==> src/rtl/axi_arb_pkg.sv <==
`default_nettype none
// ============================================================================
// Module      : axi_arb_pkg
// Description : Shared types and the round-robin winner search used by the
//               address-channel grant FSMs of axi_master_arbiter.
// Revision    : 1.0 - initial release
// ============================================================================
package axi_arb_pkg;

    typedef enum logic [0:0] {
        ARB_IDLE = 1'b0,
        ARB_LOCK = 1'b1
    } arb_state_t;

    localparam int RR_MAX_W = 5;
    localparam int RR_MAX_N = 2**RR_MAX_W;

    // First set bit of req searching upward from last+1, wrapping at n.
    function automatic logic [RR_MAX_W-1:0] rr_pick(
        input logic [RR_MAX_N-1:0] req,
        input logic [RR_MAX_W-1:0] last,
        input int unsigned         n
    );
        logic [RR_MAX_W-1:0] win;
        logic                found;
        int unsigned         idx;
        win   = '0;
        found = 1'b0;
        for (int unsigned i = 1; i <= RR_MAX_N; i++) begin
            idx = (32'(last) + i) % n;
            if (i <= n && !found && req[idx[RR_MAX_W-1:0]]) begin
                win   = idx[RR_MAX_W-1:0];
                found = 1'b1;
            end
        end
        return win;
    endfunction

endpackage
`default_nettype wire

==> src/rtl/axi_master_arbiter_if.sv <==
`default_nettype none
// ============================================================================
// Module      : axi_master_arbiter_if
// Description : Request, observed-handshake and select/enable signals between
//               axi_master_arbiter and the surrounding switch.
// Revision    : 1.0 - initial release
// ============================================================================
interface axi_master_arbiter_if #(
    parameter int M_WIDTH = 2,
    parameter int M_ID    = 2
);
    logic [2**M_WIDTH-1:0]    MASTER_WR_ADDR_VALID;
    logic [2**M_WIDTH-1:0]    MASTER_RD_ADDR_VALID;
    logic                     BUS_WR_ADDR_VALID;
    logic                     BUS_WR_ADDR_READY;
    logic                     BUS_WR_DATA_VALID;
    logic                     BUS_WR_DATA_READY;
    logic                     BUS_WR_DATA_LAST;
    logic                     BUS_RD_ADDR_VALID;
    logic                     BUS_RD_ADDR_READY;
    logic [M_ID+M_WIDTH-1:0]  BUS_WR_BACK_ID;
    logic [M_ID+M_WIDTH-1:0]  BUS_RD_BACK_ID;

    logic [M_WIDTH-1:0]       wr_addr_sel;
    logic [M_WIDTH-1:0]       wr_data_sel;
    logic [M_WIDTH-1:0]       wr_resp_sel;
    logic [M_WIDTH-1:0]       rd_addr_sel;
    logic [M_WIDTH-1:0]       rd_data_sel;
    logic                     wr_addr_en;
    logic                     wr_data_en;
    logic                     rd_addr_en;
    logic                     wfifo_full;
    logic                     wfifo_empty;

    modport slave (
        input  MASTER_WR_ADDR_VALID, MASTER_RD_ADDR_VALID,
        input  BUS_WR_ADDR_VALID, BUS_WR_ADDR_READY,
        input  BUS_WR_DATA_VALID, BUS_WR_DATA_READY, BUS_WR_DATA_LAST,
        input  BUS_RD_ADDR_VALID, BUS_RD_ADDR_READY,
        input  BUS_WR_BACK_ID, BUS_RD_BACK_ID,
        output wr_addr_sel, wr_data_sel, wr_resp_sel, rd_addr_sel, rd_data_sel,
        output wr_addr_en, wr_data_en, rd_addr_en,
        output wfifo_full, wfifo_empty
    );

    modport master (
        output MASTER_WR_ADDR_VALID, MASTER_RD_ADDR_VALID,
        output BUS_WR_ADDR_VALID, BUS_WR_ADDR_READY,
        output BUS_WR_DATA_VALID, BUS_WR_DATA_READY, BUS_WR_DATA_LAST,
        output BUS_RD_ADDR_VALID, BUS_RD_ADDR_READY,
        output BUS_WR_BACK_ID, BUS_RD_BACK_ID,
        input  wr_addr_sel, wr_data_sel, wr_resp_sel, rd_addr_sel, rd_data_sel,
        input  wr_addr_en, wr_data_en, rd_addr_en,
        input  wfifo_full, wfifo_empty
    );
endinterface
`default_nettype wire

==> src/rtl/axi_rr_grant.sv <==
`default_nettype none
// ============================================================================
// Module      : axi_rr_grant
// Description : Round-robin grant FSM for one address channel; holds the
//               grant until the bus handshake completes.
// Revision    : 1.0 - initial release
// ============================================================================
module axi_rr_grant
    import axi_arb_pkg::*;
#(
    parameter int M_WIDTH = 2
) (
    input  logic                  clk,
    input  logic                  rstn,
    input  logic [2**M_WIDTH-1:0] i_req,
    input  logic                  i_allow,
    input  logic                  i_hs,
    output logic [M_WIDTH-1:0]    o_sel,
    output logic                  o_en
);

    localparam int unsigned N = 2**M_WIDTH;

    arb_state_t           r_state;
    arb_state_t           w_state_nxt;
    logic [M_WIDTH-1:0]   r_sel;
    logic [M_WIDTH-1:0]   w_sel_nxt;
    logic [M_WIDTH-1:0]   r_last;
    logic [M_WIDTH-1:0]   w_last_nxt;
    logic [RR_MAX_W-1:0]  w_pick;

    assign w_pick = rr_pick(RR_MAX_N'(i_req), RR_MAX_W'(r_last), N);

    always_comb begin
        w_state_nxt = r_state;
        w_sel_nxt   = r_sel;
        w_last_nxt  = r_last;
        case (r_state)
            ARB_IDLE: begin
                if ((|i_req) && i_allow) begin
                    w_state_nxt = ARB_LOCK;
                    w_sel_nxt   = w_pick[M_WIDTH-1:0];
                end
            end
            ARB_LOCK: begin
                // Only the bus handshake releases; a withdrawn VALID does not.
                if (i_hs) begin
                    w_state_nxt = ARB_IDLE;
                    w_last_nxt  = r_sel;
                end
            end
            default: w_state_nxt = ARB_IDLE;
        endcase
    end

    always_ff @(posedge clk or negedge rstn) begin
        if (!rstn) begin
            r_state <= ARB_IDLE;
            r_sel   <= '0;
            r_last  <= '1;
        end else begin
            r_state <= w_state_nxt;
            r_sel   <= w_sel_nxt;
            r_last  <= w_last_nxt;
        end
    end

    assign o_sel = r_sel;
    assign o_en  = (r_state == ARB_LOCK);

endmodule
`default_nettype wire

==> src/rtl/axi_master_arbiter.sv <==
`default_nettype none
// ============================================================================
// Module      : axi_master_arbiter
// Description : Sequencing controller for axi_master_switch: round-robin AW/AR
//               grants, write-order FIFO for W, ID-based B/R return routing.
// Revision    : 1.0 - initial release
// ============================================================================
module axi_master_arbiter
    import axi_arb_pkg::*;
#(
    parameter int M_WIDTH     = 2,
    parameter int M_ID        = 2,
    parameter int WFIFO_DEPTH = 4
) (
    input  logic                 clk,
    input  logic                 rstn,
    axi_master_arbiter_if.slave  arb_if
);

    localparam int PW = $clog2(WFIFO_DEPTH);
    localparam int CW = PW + 1;

    logic [M_WIDTH-1:0] r_fifo [WFIFO_DEPTH];
    logic [PW-1:0]      r_wptr;
    logic [PW-1:0]      r_rptr;
    logic [CW-1:0]      r_count;

    logic [M_WIDTH-1:0] w_wr_addr_sel;
    logic [M_WIDTH-1:0] w_rd_addr_sel;
    logic               w_wr_addr_en;
    logic               w_rd_addr_en;
    logic               w_aw_hs;
    logic               w_ar_hs;
    logic               w_w_last_hs;
    logic               w_push;
    logic               w_pop;
    logic               w_full;
    logic               w_empty;

    assign w_full  = (r_count == CW'(WFIFO_DEPTH));
    assign w_empty = (r_count == '0);

    assign w_aw_hs     = arb_if.BUS_WR_ADDR_VALID & arb_if.BUS_WR_ADDR_READY & w_wr_addr_en;
    assign w_ar_hs     = arb_if.BUS_RD_ADDR_VALID & arb_if.BUS_RD_ADDR_READY & w_rd_addr_en;
    assign w_w_last_hs = arb_if.BUS_WR_DATA_VALID & arb_if.BUS_WR_DATA_READY & arb_if.BUS_WR_DATA_LAST;

    // W with no accepted AW ahead of it is never passed, so an empty FIFO cannot pop.
    assign w_pop  = w_w_last_hs & ~w_empty;
    assign w_push = w_aw_hs & (~w_full | w_pop);

    axi_rr_grant #(
        .M_WIDTH (M_WIDTH)
    ) u_aw_grant (
        .clk     (clk),
        .rstn    (rstn),
        .i_req   (arb_if.MASTER_WR_ADDR_VALID),
        .i_allow (~w_full),
        .i_hs    (w_aw_hs),
        .o_sel   (w_wr_addr_sel),
        .o_en    (w_wr_addr_en)
    );

    axi_rr_grant #(
        .M_WIDTH (M_WIDTH)
    ) u_ar_grant (
        .clk     (clk),
        .rstn    (rstn),
        .i_req   (arb_if.MASTER_RD_ADDR_VALID),
        .i_allow (1'b1),
        .i_hs    (w_ar_hs),
        .o_sel   (w_rd_addr_sel),
        .o_en    (w_rd_addr_en)
    );

    always_ff @(posedge clk) begin
        if (w_push) begin
            r_fifo[r_wptr] <= w_wr_addr_sel;
        end
    end

    always_ff @(posedge clk or negedge rstn) begin
        if (!rstn) begin
            r_wptr  <= '0;
            r_rptr  <= '0;
            r_count <= '0;
        end else begin
            if (w_push) begin
                r_wptr <= r_wptr + 1'b1;
            end
            if (w_pop) begin
                r_rptr <= r_rptr + 1'b1;
            end
            case ({w_push, w_pop})
                2'b10:   r_count <= r_count + 1'b1;
                2'b01:   r_count <= r_count - 1'b1;
                default: r_count <= r_count;
            endcase
        end
    end

    assign arb_if.wr_addr_sel = w_wr_addr_sel;
    assign arb_if.wr_addr_en  = w_wr_addr_en;
    assign arb_if.rd_addr_sel = w_rd_addr_sel;
    assign arb_if.rd_addr_en  = w_rd_addr_en;
    assign arb_if.wr_data_sel = w_empty ? '0 : r_fifo[r_rptr];
    assign arb_if.wr_data_en  = ~w_empty;
    assign arb_if.wfifo_full  = w_full;
    assign arb_if.wfifo_empty = w_empty;
    assign arb_if.wr_resp_sel = arb_if.BUS_WR_BACK_ID[M_ID+M_WIDTH-1:M_ID];
    assign arb_if.rd_data_sel = arb_if.BUS_RD_BACK_ID[M_ID+M_WIDTH-1:M_ID];

endmodule
`default_nettype wire

==> src/flat_wrapper.sv <==
// flat-port wrapper written by rule: the top's interface ports become plain ports
module axi_master_arbiter_flat import axi_arb_pkg::*;
#(
    parameter int M_WIDTH     = 2,
    parameter int M_ID        = 2,
    parameter int WFIFO_DEPTH = 4
)
  (clk, rstn, arb_if_MASTER_WR_ADDR_VALID, arb_if_MASTER_RD_ADDR_VALID, arb_if_BUS_WR_ADDR_VALID, arb_if_BUS_WR_ADDR_READY, arb_if_BUS_WR_DATA_VALID, arb_if_BUS_WR_DATA_READY, arb_if_BUS_WR_DATA_LAST, arb_if_BUS_RD_ADDR_VALID, arb_if_BUS_RD_ADDR_READY, arb_if_BUS_WR_BACK_ID, arb_if_BUS_RD_BACK_ID, arb_if_wr_addr_sel, arb_if_wr_data_sel, arb_if_wr_resp_sel, arb_if_rd_addr_sel, arb_if_rd_data_sel, arb_if_wr_addr_en, arb_if_wr_data_en, arb_if_rd_addr_en, arb_if_wfifo_full, arb_if_wfifo_empty);
  axi_master_arbiter_if #(.M_WIDTH(M_WIDTH), .M_ID(M_ID)) arb_if_i ();
  input  logic clk;
  input  logic rstn;
  input wire logic [$bits(arb_if_i.MASTER_WR_ADDR_VALID)-1:0] arb_if_MASTER_WR_ADDR_VALID;
  input wire logic [$bits(arb_if_i.MASTER_RD_ADDR_VALID)-1:0] arb_if_MASTER_RD_ADDR_VALID;
  input wire logic [$bits(arb_if_i.BUS_WR_ADDR_VALID)-1:0] arb_if_BUS_WR_ADDR_VALID;
  input wire logic [$bits(arb_if_i.BUS_WR_ADDR_READY)-1:0] arb_if_BUS_WR_ADDR_READY;
  input wire logic [$bits(arb_if_i.BUS_WR_DATA_VALID)-1:0] arb_if_BUS_WR_DATA_VALID;
  input wire logic [$bits(arb_if_i.BUS_WR_DATA_READY)-1:0] arb_if_BUS_WR_DATA_READY;
  input wire logic [$bits(arb_if_i.BUS_WR_DATA_LAST)-1:0] arb_if_BUS_WR_DATA_LAST;
  input wire logic [$bits(arb_if_i.BUS_RD_ADDR_VALID)-1:0] arb_if_BUS_RD_ADDR_VALID;
  input wire logic [$bits(arb_if_i.BUS_RD_ADDR_READY)-1:0] arb_if_BUS_RD_ADDR_READY;
  input wire logic [$bits(arb_if_i.BUS_WR_BACK_ID)-1:0] arb_if_BUS_WR_BACK_ID;
  input wire logic [$bits(arb_if_i.BUS_RD_BACK_ID)-1:0] arb_if_BUS_RD_BACK_ID;
  output wire logic [$bits(arb_if_i.wr_addr_sel)-1:0] arb_if_wr_addr_sel;
  output wire logic [$bits(arb_if_i.wr_data_sel)-1:0] arb_if_wr_data_sel;
  output wire logic [$bits(arb_if_i.wr_resp_sel)-1:0] arb_if_wr_resp_sel;
  output wire logic [$bits(arb_if_i.rd_addr_sel)-1:0] arb_if_rd_addr_sel;
  output wire logic [$bits(arb_if_i.rd_data_sel)-1:0] arb_if_rd_data_sel;
  output wire logic [$bits(arb_if_i.wr_addr_en)-1:0] arb_if_wr_addr_en;
  output wire logic [$bits(arb_if_i.wr_data_en)-1:0] arb_if_wr_data_en;
  output wire logic [$bits(arb_if_i.rd_addr_en)-1:0] arb_if_rd_addr_en;
  output wire logic [$bits(arb_if_i.wfifo_full)-1:0] arb_if_wfifo_full;
  output wire logic [$bits(arb_if_i.wfifo_empty)-1:0] arb_if_wfifo_empty;
  assign arb_if_i.MASTER_WR_ADDR_VALID = arb_if_MASTER_WR_ADDR_VALID;
  assign arb_if_i.MASTER_RD_ADDR_VALID = arb_if_MASTER_RD_ADDR_VALID;
  assign arb_if_i.BUS_WR_ADDR_VALID = arb_if_BUS_WR_ADDR_VALID;
  assign arb_if_i.BUS_WR_ADDR_READY = arb_if_BUS_WR_ADDR_READY;
  assign arb_if_i.BUS_WR_DATA_VALID = arb_if_BUS_WR_DATA_VALID;
  assign arb_if_i.BUS_WR_DATA_READY = arb_if_BUS_WR_DATA_READY;
  assign arb_if_i.BUS_WR_DATA_LAST = arb_if_BUS_WR_DATA_LAST;
  assign arb_if_i.BUS_RD_ADDR_VALID = arb_if_BUS_RD_ADDR_VALID;
  assign arb_if_i.BUS_RD_ADDR_READY = arb_if_BUS_RD_ADDR_READY;
  assign arb_if_i.BUS_WR_BACK_ID = arb_if_BUS_WR_BACK_ID;
  assign arb_if_i.BUS_RD_BACK_ID = arb_if_BUS_RD_BACK_ID;
  assign arb_if_wr_addr_sel = arb_if_i.wr_addr_sel;
  assign arb_if_wr_data_sel = arb_if_i.wr_data_sel;
  assign arb_if_wr_resp_sel = arb_if_i.wr_resp_sel;
  assign arb_if_rd_addr_sel = arb_if_i.rd_addr_sel;
  assign arb_if_rd_data_sel = arb_if_i.rd_data_sel;
  assign arb_if_wr_addr_en = arb_if_i.wr_addr_en;
  assign arb_if_wr_data_en = arb_if_i.wr_data_en;
  assign arb_if_rd_addr_en = arb_if_i.rd_addr_en;
  assign arb_if_wfifo_full = arb_if_i.wfifo_full;
  assign arb_if_wfifo_empty = arb_if_i.wfifo_empty;
  axi_master_arbiter #(.M_WIDTH(M_WIDTH), .M_ID(M_ID), .WFIFO_DEPTH(WFIFO_DEPTH)) u_core (.clk(clk), .rstn(rstn), .arb_if(arb_if_i));
endmodule
==> config.mk <==
export PLATFORM = sky130hd
export DESIGN_NAME = axi_master_arbiter_flat
export DESIGN_NICKNAME = d
export VERILOG_FILES = /design/src/rtl/axi_arb_pkg.sv /design/src/rtl/axi_master_arbiter_if.sv /design/src/rtl/axi_rr_grant.sv /design/src/rtl/axi_master_arbiter.sv /design/src/flat_wrapper.sv
export SDC_FILE = /design/constraint.sdc
export NUM_CORES = 1
export LEC_CHECK = 0
export ABC_AREA = 1
export BUFFER_PORTS_ARGS = -buffer_cell sky130_fd_sc_hd__buf_4
export CORE_AREA = 2 2 63 65
export DETAILED_ROUTE_END_ITERATION = 7
export DIE_AREA = 0 0 65 67
export PLACE_DENSITY_LB_ADDON = 0.1
export SYNTH_ARGS = -nofsm -noshare
export SYNTH_HDL_FRONTEND = slang
export SYNTH_SLANG_ARGS = --single-unit
==> constraint.sdc <==
create_clock -name clk -period 1.6 [get_ports clk]
set_clock_uncertainty 0.15 [all_clocks]
set_input_delay 0.16 -clock clk [delete_from_list [all_inputs] [get_ports clk]]
set_output_delay 0.16 -clock clk [all_outputs]
set_load 0.05 [all_outputs]
Word level (Yosys, flattened, before mapping) --
Memory sizes are Yosys's and may differ from the RTL's. Cells that the tools add are included.
Word-level totals: register bits 17, bits in latches 0, memory bits (writable) 8, bits in read-only memories 0, bits of input ports 25, memories 1
Memories:
- u_core.r_fifo | depth 4, bits a word 2, rd ports 1, clocked after memory_dff 0, wr ports 1, line axi_master_arbiter.sv:23 | logic [M_WIDTH-1:0] r_fifo [WFIFO_DEPTH];
Operators by class: add/sub/neg operators 12, multiply operators 0, div/mod/pow operators 0, magnitude comparators 8, eq/ne operators 3, shift operators 0, multiplexer cells 40, bitwise operators 13, reduce and logical (&&, ||, !) cells 21
Operators with widths (count):
- < comparator 2 x 6 -> 1 bit (second input constant) | 8
- 2-to-1 mux 1 bit | 20
- 2-to-1 mux 2 bit | 9
- binary-select mux 1 bit (select 2 bit) | 8
- adder 2 x 1 -> 2 bit (second input constant) | 6
- adder 2 bit (second input constant) | 4
- AND 1 bit | 8
- AND reduction 2 bit | 4
- OR reduction 4 bit | 2
- logical AND 1 bit | 7
- zero test 1 bit | 6
- case mux 3 bit (2 select lines) | 1
- inverter 1 bit | 4
- case mux 1 bit (2 select lines) | 2
- adder 3 x 1 -> 3 bit (second input constant) | 1
- equality test 3 bit (second input constant) | 1
- zero test 3 bit | 1
- subtractor 3 x 1 -> 3 bit (second input constant) | 1
- equality test 2 x 1 -> 1 bit (second input constant) | 1
- equality test 2 bit (second input constant) | 1
- nonzero test 2 bit | 1
- bitwise OR 1 bit | 1

Logic depth before layout (Yosys ltp) --
Gate-level depths: netlist (run 1).
word-level depth 13, gate-level depth with buffers 12, mapped depth without buffers 11

Modules after synthesis --
From an unflattened synthesis (run 1), not the netlist that was laid out.
Second synthesis, totals: cell total of the unflattened synthesis 236, area, all modules 1803.0 um2
Modules (own cells, without submodules):
- axi_master_arbiter | instances 1, cells an instance 96, area each 862.1 um2, sequential area each 415.4 um2
- axi_rr_grant at u_core.u_ar_grant | instances 1, cells an instance 70, area each 476.7 um2, sequential area each 127.6 um2
- axi_rr_grant at u_core.u_aw_grant | instances 1, cells an instance 70, area each 464.2 um2, sequential area each 127.6 um2

Worst setup path after synthesis (run 1) --
OpenSTA, ideal clock, no wires.
kind register to register, start point register u_core.r_count[1], end point register u_core.r_count[2], library setup time 113 ps, arrival 2247 ps, data required time 1337 ps, path slack -909 ps, cell stages (with the launch flop) 10, buffers on the path 0, clock period less this slack 2509 ps, cells stage by stage dfrtp_1 -> nor3_2 -> inv_2 -> nand3_1 -> fa_1 -> nand4_1 -> nand2_1 -> nand2_1 -> nand2_1 -> inv_1
On the way: word-level cells in the longest chain between the ends 7, elaborated cells on any way between the ends 13, those cells by class add/sub: 2; eq/ne: 3; mux: 1; bitwise: 5; reduce/logical: 2
RTL lines:
- start: declaration | line axi_master_arbiter.sv:26 | logic [CW-1:0] r_count;
- start signal: assignment | line axi_master_arbiter.sv:94 | 2'b10: r_count <= r_count + 1'b1;
- start signal: assignment | line axi_master_arbiter.sv:95 | 2'b01: r_count <= r_count - 1'b1;
- start signal: assignment | line axi_master_arbiter.sv:96 | default: r_count <= r_count;
- zero test 3 bit * | line axi_master_arbiter.sv:41 | assign w_empty = (r_count == '0);
- net arb_if_wfifo_empty | line flat_wrapper.sv:32 | output wire logic [$bits(arb_if_i.wfifo_empty)-1:0] arb_if_wfifo_empty;
- inverter 1 bit *
- net arb_if_wr_data_en | line flat_wrapper.sv:29 | output wire logic [$bits(arb_if_i.wr_data_en)-1:0] arb_if_wr_data_en;
- AND 1 bit * | line axi_master_arbiter.sv:48 | assign w_pop = w_w_last_hs & ~w_empty;
- bitwise OR 1 bit | line axi_master_arbiter.sv:49 | assign w_push = w_aw_hs & (~w_full | w_pop);
- AND 1 bit | line axi_master_arbiter.sv:49
- equality test 2 x 1 -> 1 bit / equality test 2 bit (equally long branches) | line axi_master_arbiter.sv:93 | case ({w_push, w_pop})
- case mux 3 bit (2 select lines) / nonzero test 2 bit (equally long branches)
The timed path passes the listed nets; every way through them passes the cells marked *. A chain may end at the register's enable or synchronous reset.

Final worst setup path (run 1) --
start point register u_core.r_count[1], end point output port arb_if_wr_data_sel[1]
On the way: word-level cells in the longest chain between the ends 2
RTL lines:
- zero test 3 bit | line axi_master_arbiter.sv:41
- 2-to-1 mux 2 bit | line axi_master_arbiter.sv:105 | assign arb_if.wr_data_sel = w_empty ? '0 : r_fifo[r_rptr];
- end: declaration | line flat_wrapper.sv:24 | output wire logic [$bits(arb_if_i.wr_data_sel)-1:0] arb_if_wr_data_sel;
No other way between the ends.

==> key figures, run 1 <==
Timing
  – Max-slew violation count: 0
  – Endpoints failing setup: 18
  – Hold_ws: 0.005993 ns
  – Worst setup margin: -0.08234 ns
  – Fmax: ~600 MHz
  – RSZ-0062 raised after global routing: yes
  – Worst slew margin: a little over three fifths
  – Fin crit share: 105.1%
  – Final hold vios: 0
  – Worst-margin pin slew: 0.5461 ns
  – Tmin final: 1.682 ns

Floorplan
  – Starting Density: 46.60%
  – DIE AREA: 0.004355 mm2
  – Core area: 0.003606 mm2
  – FP Rows: 22
  – Die height: about 67 um
  – Ports: 40
  – Die Wd: 65 um

Clock network
  – Reg clk slew, reported paths: 0.09 ns
  – Root buf cell: clkbuf_8
  – Htree depth: 1
  – Number of clock sinks: 25
  – CTS tree: done
  – Deepest clock path buffer count: 2
  – Clock Latency Late Sink: 0.27 ns
  – Num CTS Buffers: 3

Final layout
  – Area grow syn2layout: 51.75%
  – Nets: 325
  – Layout cells sized above 1: 50.68%
  – Post-layout utilization of the core: 70.71%
  – Antenna Cells: 0

Yosys
  – Top cell type's share of synthesized area: 19.36%
  – Share of flip-flops with an asynchronous set or reset: about two thirds
  – Yosys top cell by area: dfrtp_1
  – Syn avg cell area: ~7.1 um2
  – Top_reg_cell synth: dfrtp_1
  – Post-synth EDFFs: 8
  – Cells after Synth: about 240
  – Synth Warn #: 0
  – Net Count, Synth: 268
  – Register area share after synthesis: 39.91%
  – Synth cell types: 28
  – Post-Syn Area: 0.001680 mm2
  – Area contributors post-synth: dfrtp_1, nand2_1, edfxtp_1
  – Flops & latches, synth: 25

Drt
  – Routed len/inst: 12.27 um
  – Final ANT Viol Nets: 0
  – Remaining routing DRC violations: 0
  – Vias: between 1500 and 2000
  – Final wirelength: 4.195 mm
  – First-iteration detailed-routing DRC count: 76
  – First drt pass iteration count: 4
  – Via density: a little under 5

Global routing
  – Global-route wire length before repair: 5.782 mm
  – GRT overflow: 0
  – Largest net degree at the start of global routing: 18
  – GRT Total Usage: 17.25%
  – Vias in the first global route: 1361
  – Initial antenna violation count: 0

Power
  – Leak Pwr: 0.001263 uW
  – Cell Pwr Density: 2122 mW/mm2
  – Design Power: 5412 uW
  – Worst VDD drop: 0.0009613 V

Worst setup path
  – Crit end category: primary output
  – CP required: 1.29 ns
  – Worst Path Class, Setup: reg2out
  – Worst-path fanout max: 3
  – Crit start category: register
  – CP arrival: around 1.4 ns

Run status
  – Status: finished with violations
  – Failing checks: setup timing

Flow run
  – Maxcap violations: 0

Place
  – Placer congestion estimate: 0.8353
  – Port bufs: 27
  – Pre-CTS setup slack: -0.05487 ns
  – DP HPWL: ~2.7 mm

Min path
  – Min-Delay Path Class: in2reg
cells by family (layout without fill, tap and decap cells):
logic type               Yosys count  count (layout)  synth area share [%]
AO/OA/AOI/OAI                     19              19                 5.957
XOR/XNOR                           3               3                 1.564
adder cells (fa/ha/maj)            5               5                 4.170
buffers and inverters             43              99                 10.95
flip-flops                        25              25                 39.91
AND/OR/NAND/NOR                  143             143                 37.45
timing repair:
item,in CTS,in global routing
endpoints found under the setup margin,18,21
hold buffers,2,0
endpoints found under the hold margin,18,0
buffers inserted,3,9
pin swaps,4,38
resized for setup,28,72
registers in the layout, indices dropped and copies added, names as in the netlist:
signal,cells
u_core.u_aw_grant.o_en,1
u_core.r_wptr,2
u_core.r_fifo,8
u_core.u_aw_grant.o_sel,2
u_core.r_count,3
u_core.u_ar_grant.o_sel,2
u_core.u_aw_grant.r_last,2
u_core.r_rptr,2
u_core.u_ar_grant.o_en,1
u_core.u_ar_grant.r_last,2
routing by layer:
metal | wire length [um] | vias up | track usage, % | share of wire [%]
met5 | 0 | - | 0 | 0
met4 | 48 | 0 | 7.181 | 1.1
met3 | 118 | 4 | 2.196 | 2.8
met2 | 2059 | 33 | 27.71 | 49
met1 | 1968 | 787 | 23.44 | 47
li1 | - | 853 | - | -
synthesized netlist by cell type, types with 4 or more instances:
cell type  number
nand2_2         7
buf_4           5
ha_1            4
inv_1          32
inv_2           4
nand3_1        14
nand2_1        84
nor2_1         22
dfstp_2         4
nand4_1         5
edfxtp_1        8
a21oi_1         8
o21ai_0         6
dfrtp_1        13
cell type report:
type | instances | area (um2)
timing repair buffer | 58 | 496.7
inverter | 37 | 151.4
clock inverter | 1 | 7.507
tap | 48 | 60.06
sequential | 25 | 673.1
multi-input combinational | 170 | 1120
fill | 280 | 1056
clock buffer | 3 | 41.29
path summary, 6_finish.rpt:
check	startpoint	to	slack (ns)	depth (start not counted)
min in group asynchronous	rstn	u_core.r_rptr[0]$_DFFE_PN0P_	0.13	2
hold reg to reg	u_core.u_ar_grant.o_sel[1]$_DFFE_PN0P_	u_core.u_ar_grant.o_sel[1]$_DFFE_PN0P_	0.38	2
setup / recovery	u_core.r_count[1]$_DFFE_PN0P_	arb_if_wr_data_sel[1]	-0.08	4
hold / removal	arb_if_BUS_RD_ADDR_VALID	u_core.u_ar_grant.o_en$_DFF_PN0_	0.006	4
max in group asynchronous	rstn	u_core.u_ar_grant.r_last[1]$_DFFE_PN1P_	0.91	2
setup reg to reg	u_core.r_count[1]$_DFFE_PN0P_	u_core.r_count[1]$_DFFE_PN0P_	-0.06	5
worst max-delay path: stages, from the launching register on:
cell and delay, ns:
dfrtp_1 0.45, nor3_4 0.30, buf_6 0.17, a21oi_2 0.04, buf_6 0.16
placed cells by master, fill, tap and decap left out, types with 2 or more instances in the layout:
cell,count
nand2_1,55
buf_4,45
nand2_2,24
inv_1,22
nor2_1,14
nand2_4,12
dfrtp_1,11
inv_2,10
edfxtp_1,8
nand3_2,7
nand3_1,7
buf_6,7
nor2_2,6
inv_4,5
nor2_4,5
nand4_1,5
o21ai_0,4
a21oi_2,4
ha_1,4
buf_8,4
dfstp_2,4
o21ai_1,3
xor2_1,3
a21oi_1,3
clkbuf_8,3
a21oi_4,2
nor4_1,2
o21ai_2,2
dlygate4sd3_1,2
dfrtp_2,2
power by group:
| group | internal, uW | leakage [uW] | total [uW] | switching [uW] |
|---|---|---|---|---|
| sequential | 967 | 0.000265 | 1260 | 295 |
| clock | 177 | 0.0000217 | 387 | 211 |
| combinational | 1480 | 0.000977 | 3760 | 2280 |
metrics by stage:
stage | setup TNS, ns | cell area (um2) | cells
after floorplan | -5.125 | 1714 | 238
after global placement | -0.05404 | 2062 | 324
after detailed placement | -0.1245 | 2062 | 324
after CTS | -0.1592 | 2226 | 333
after global routing | -1.808 | 2550 | 342
final | -0.7203 | 2550 | 342
(Power assumes the default switching activity.)
==> inputs of run 2 (changes only) <==
--- a/config.mk
+++ b/config.mk
@@ -14,3 +14,4 @@
 export SYNTH_ARGS = -nofsm -noshare
 export SYNTH_HDL_FRONTEND = slang
 export SYNTH_SLANG_ARGS = --single-unit
+export TNS_END_PERCENT = 10
==> run 2 against run 1 <==
The run still ends with setup timing left. Sequential power barely moved. Design area down 10%. Via count shrank 7.8%. Critical path depth rose by 1. Die area unchanged. Core utilization down 7.4 points. First-iteration DRC count down 37%. Clock power is 1% higher. Total power decreased by 13%. Global-route usage fell by 0.87 points. Sequential share of layout area grew 3.1 points. Largest cell class unchanged.
==> key figures, run 2 (synthesized netlist as in run 1, its figures left out) <==
Run status
  – Status: finished with violations
  – Failing checks: setup timing

Worst setup path
  – Crit path max-delay family: buffers and inverters
  – Worst-path fanout max: 3
  – Crit end category: primary output
  – Slowest stage delay, CP: roughly 0.44 ns
  – Slowest-stage cell, CP: dfrtp_1
  – Crit start category: register
  – Most frequent CP cell: inv_1
  – CP required: 1.29 ns
  – Crit path buffers/inverters: 4
  – CP arrival: between 1 and 1.5 ns
  – Critical Path, Cell by Cell: inv_1, nand3_1, inv_1, buf_4, buf_6
  – Worst Path Class, Setup: reg2out

Drt
  – Final wirelength: about 3.4 mm
  – Routed len/inst: 10.06 um
  – First-iteration detailed-routing DRC count: 48
  – Vias: 1547
  – Via density: 4.577
  – Final ANT Viol Nets: 0
  – First drt pass iteration count: 4
  – Remaining routing DRC violations: 0

Clock network
  – Clock Latency Late Sink: about 0.27 ns
  – CTS tree: done
  – Root buf cell: clkbuf_8
  – Num CTS Buffers: 3
  – Deepest clock path buffer count: 2
  – Htree depth: 1
  – Reg clk slew, reported paths: 0.09 ns
  – Number of clock sinks: 25

Timing
  – Fin crit share: 104.3%
  – Max-slew violation count: 0
  – Endpoints failing setup: 6
  – RSZ-0062 raised after global routing: yes
  – Hold_ws: 0.02522 ns
  – Fmax: 599.4 MHz
  – Worst-margin pin slew: 0.3342 ns
  – Worst slew margin: 77.51%
  – Tmin final: 1.668 ns
  – Final hold vios: 0
  – Worst setup margin: -0.06844 ns
  – Setup TNS Final: -0.1564 ns

Power
  – Sequential Power Share: 27.0%
  – Worst VDD drop: 0.0008539 V
  – Sw frac: 49.84%
  – Leak Pwr: 0.001185 uW
  – P_int: 2350 uW
  – Clk pwr share: 8.4%
  – Design Power: 4685 uW
  – Combinational fraction of design power: 64.6%
  – Net Sw Power: 2335 uW
  – Cell Pwr Density: 2052 mW/mm2

Global routing
  – Global-route wire length before repair: 5.630 mm
  – Vias in the first global route: 1334
  – Initial antenna violation count: 0
  – GRT overflow: 0
  – Largest net degree at the start of global routing: 18
  – GRT Total Usage: between 10% and 20%

Final layout
  – Largest register FFs: 8
  – Most common cell after layout, fill and taps aside: nand2_1
  – Antenna Cells: 0
  – Largest regs: u_core.r_fifo x8, u_core.r_count x3
  – Register area: between 600 and 700 um2
  – Nets: 321
  – # fillers: 337
  – Top reg by flops: u_core.r_fifo
  – Area of the multi-input gates: 914.6 um2
  – Area grow syn2layout: 35.89%
  – Most frequent cells in the layout: nand2_1, buf_4, inv_1, nor2_1, nand2_2
  – Layout cells sized above 1: 37.59%

Min path
  – Min-Delay Path Class: in2reg

Floorplan
  – DIE AREA: 0.004355 mm2
  – FP Rows: 22
  – Core area: around 0.0036 mm2
  – Die height: 67 um
  – Starting Density: ~47%
  – Ports: 40
  – Die Wd: 65 um

Place
  – Placer congestion estimate: 0.8581
  – DP HPWL: 2.598 mm
  – Port bufs: 27

Flow run
  – Maxcap violations: 0
run 2: cell count changes in the layout (fill, tap and decap cells not counted), moves of 5 or more:
cell | before | now
nand2_1 | 55 | 74
nand2_4 | 12 | 1
nand2_2 | 24 | 17
inv_1 | 22 | 28
nor2_4 | 5 | 0
run 2: worst paths after layout:
check	from	end	slack [ns]	cells past startpoint
max	u_core.r_count[1]$_DFFE_PN0P_	arb_if_wfifo_full	-0.07	5
min	arb_if_BUS_WR_ADDR_READY	u_core.u_aw_grant.o_en$_DFF_PN0_	0.03	4
max reg2reg	u_core.u_aw_grant.o_en$_DFF_PN0_	u_core.r_count[2]$_DFFE_PN0P_	-0.04	11
min reg2reg	u_core.u_ar_grant.o_sel[0]$_DFFE_PN0P_	u_core.u_ar_grant.o_sel[0]$_DFFE_PN0P_	0.37	2
max in group asynchronous	rstn	u_core.u_aw_grant.r_last[1]$_DFFE_PN1P_	0.92	2
min in group asynchronous	rstn	u_core.r_wptr[0]$_DFFE_PN0P_	0.13	2
run 2: what timing repair did:
item | 4_1_cts | 5_1_grt
buffers inserted | 1 | 5
gates resized for setup | 19 | 21
hold buffers | 3 | 0
hold endpoints to repair | 18 | 0
gates cloned | 0 | 0
endpoints found under the setup margin | 18 | 21
pin swaps | 2 | 8
run 2: layout make-up:
cell class	count	share of cell area (%)
flip-flops and latches	25	29.48
inverters	37	6.411
multi-input cells	170	40.05
well taps	48	2.630
repair buffers	54	19.23
clock buffers	3	1.808
clock inverters	1	0.3836
run 2: through the flow:
stage	setup WS [ns]	cell area (um2)	cells	utilization [%]
after floorplan	-0.4827	1694	238	-
after global placement	-0.06136	2049	325	56.84
after detailed placement	-0.06788	2049	325	56.84
after CTS	-0.03912	2185	333	60.58
after global routing	-0.2013	2283	338	63.32
final	-0.06844	2283	338	63.32
run 2: power by group through the flow:
stage / Clock [uW] / Sequential, uW / Combinational (uW)
3_5_place_dp: 0 / 1260 / 2630
6_report: 392 / 1270 / 3030
3_3_place_gp: 0 / 1260 / 2620
5_1_grt: 429 / 1300 / 3370
2_1_floorplan: 0 / 1430 / 1700
4_1_cts: 401 / 1260 / 2800
run 2: worst reg2reg max path: cells and delay by family (launching register included):
family	cells	cell delay, ns
adder cells (fa/ha/maj)	1	0.35
flip-flops	1	0.39
buffers and inverters	4	0.24
AND/OR/NAND/NOR	6	0.41
run 2: metal layers:
metal | global-route usage [%] | part of all wire [%] | vias to the layer above
met1 | 22.84 | 48 | 678
met3 | 1.689 | 3.1 | 2
met5 | 0 | 0 | -
met4 | 3.989 | 0.56 | 0
met2 | 27.32 | 48 | 26
li1 | - | - | 841
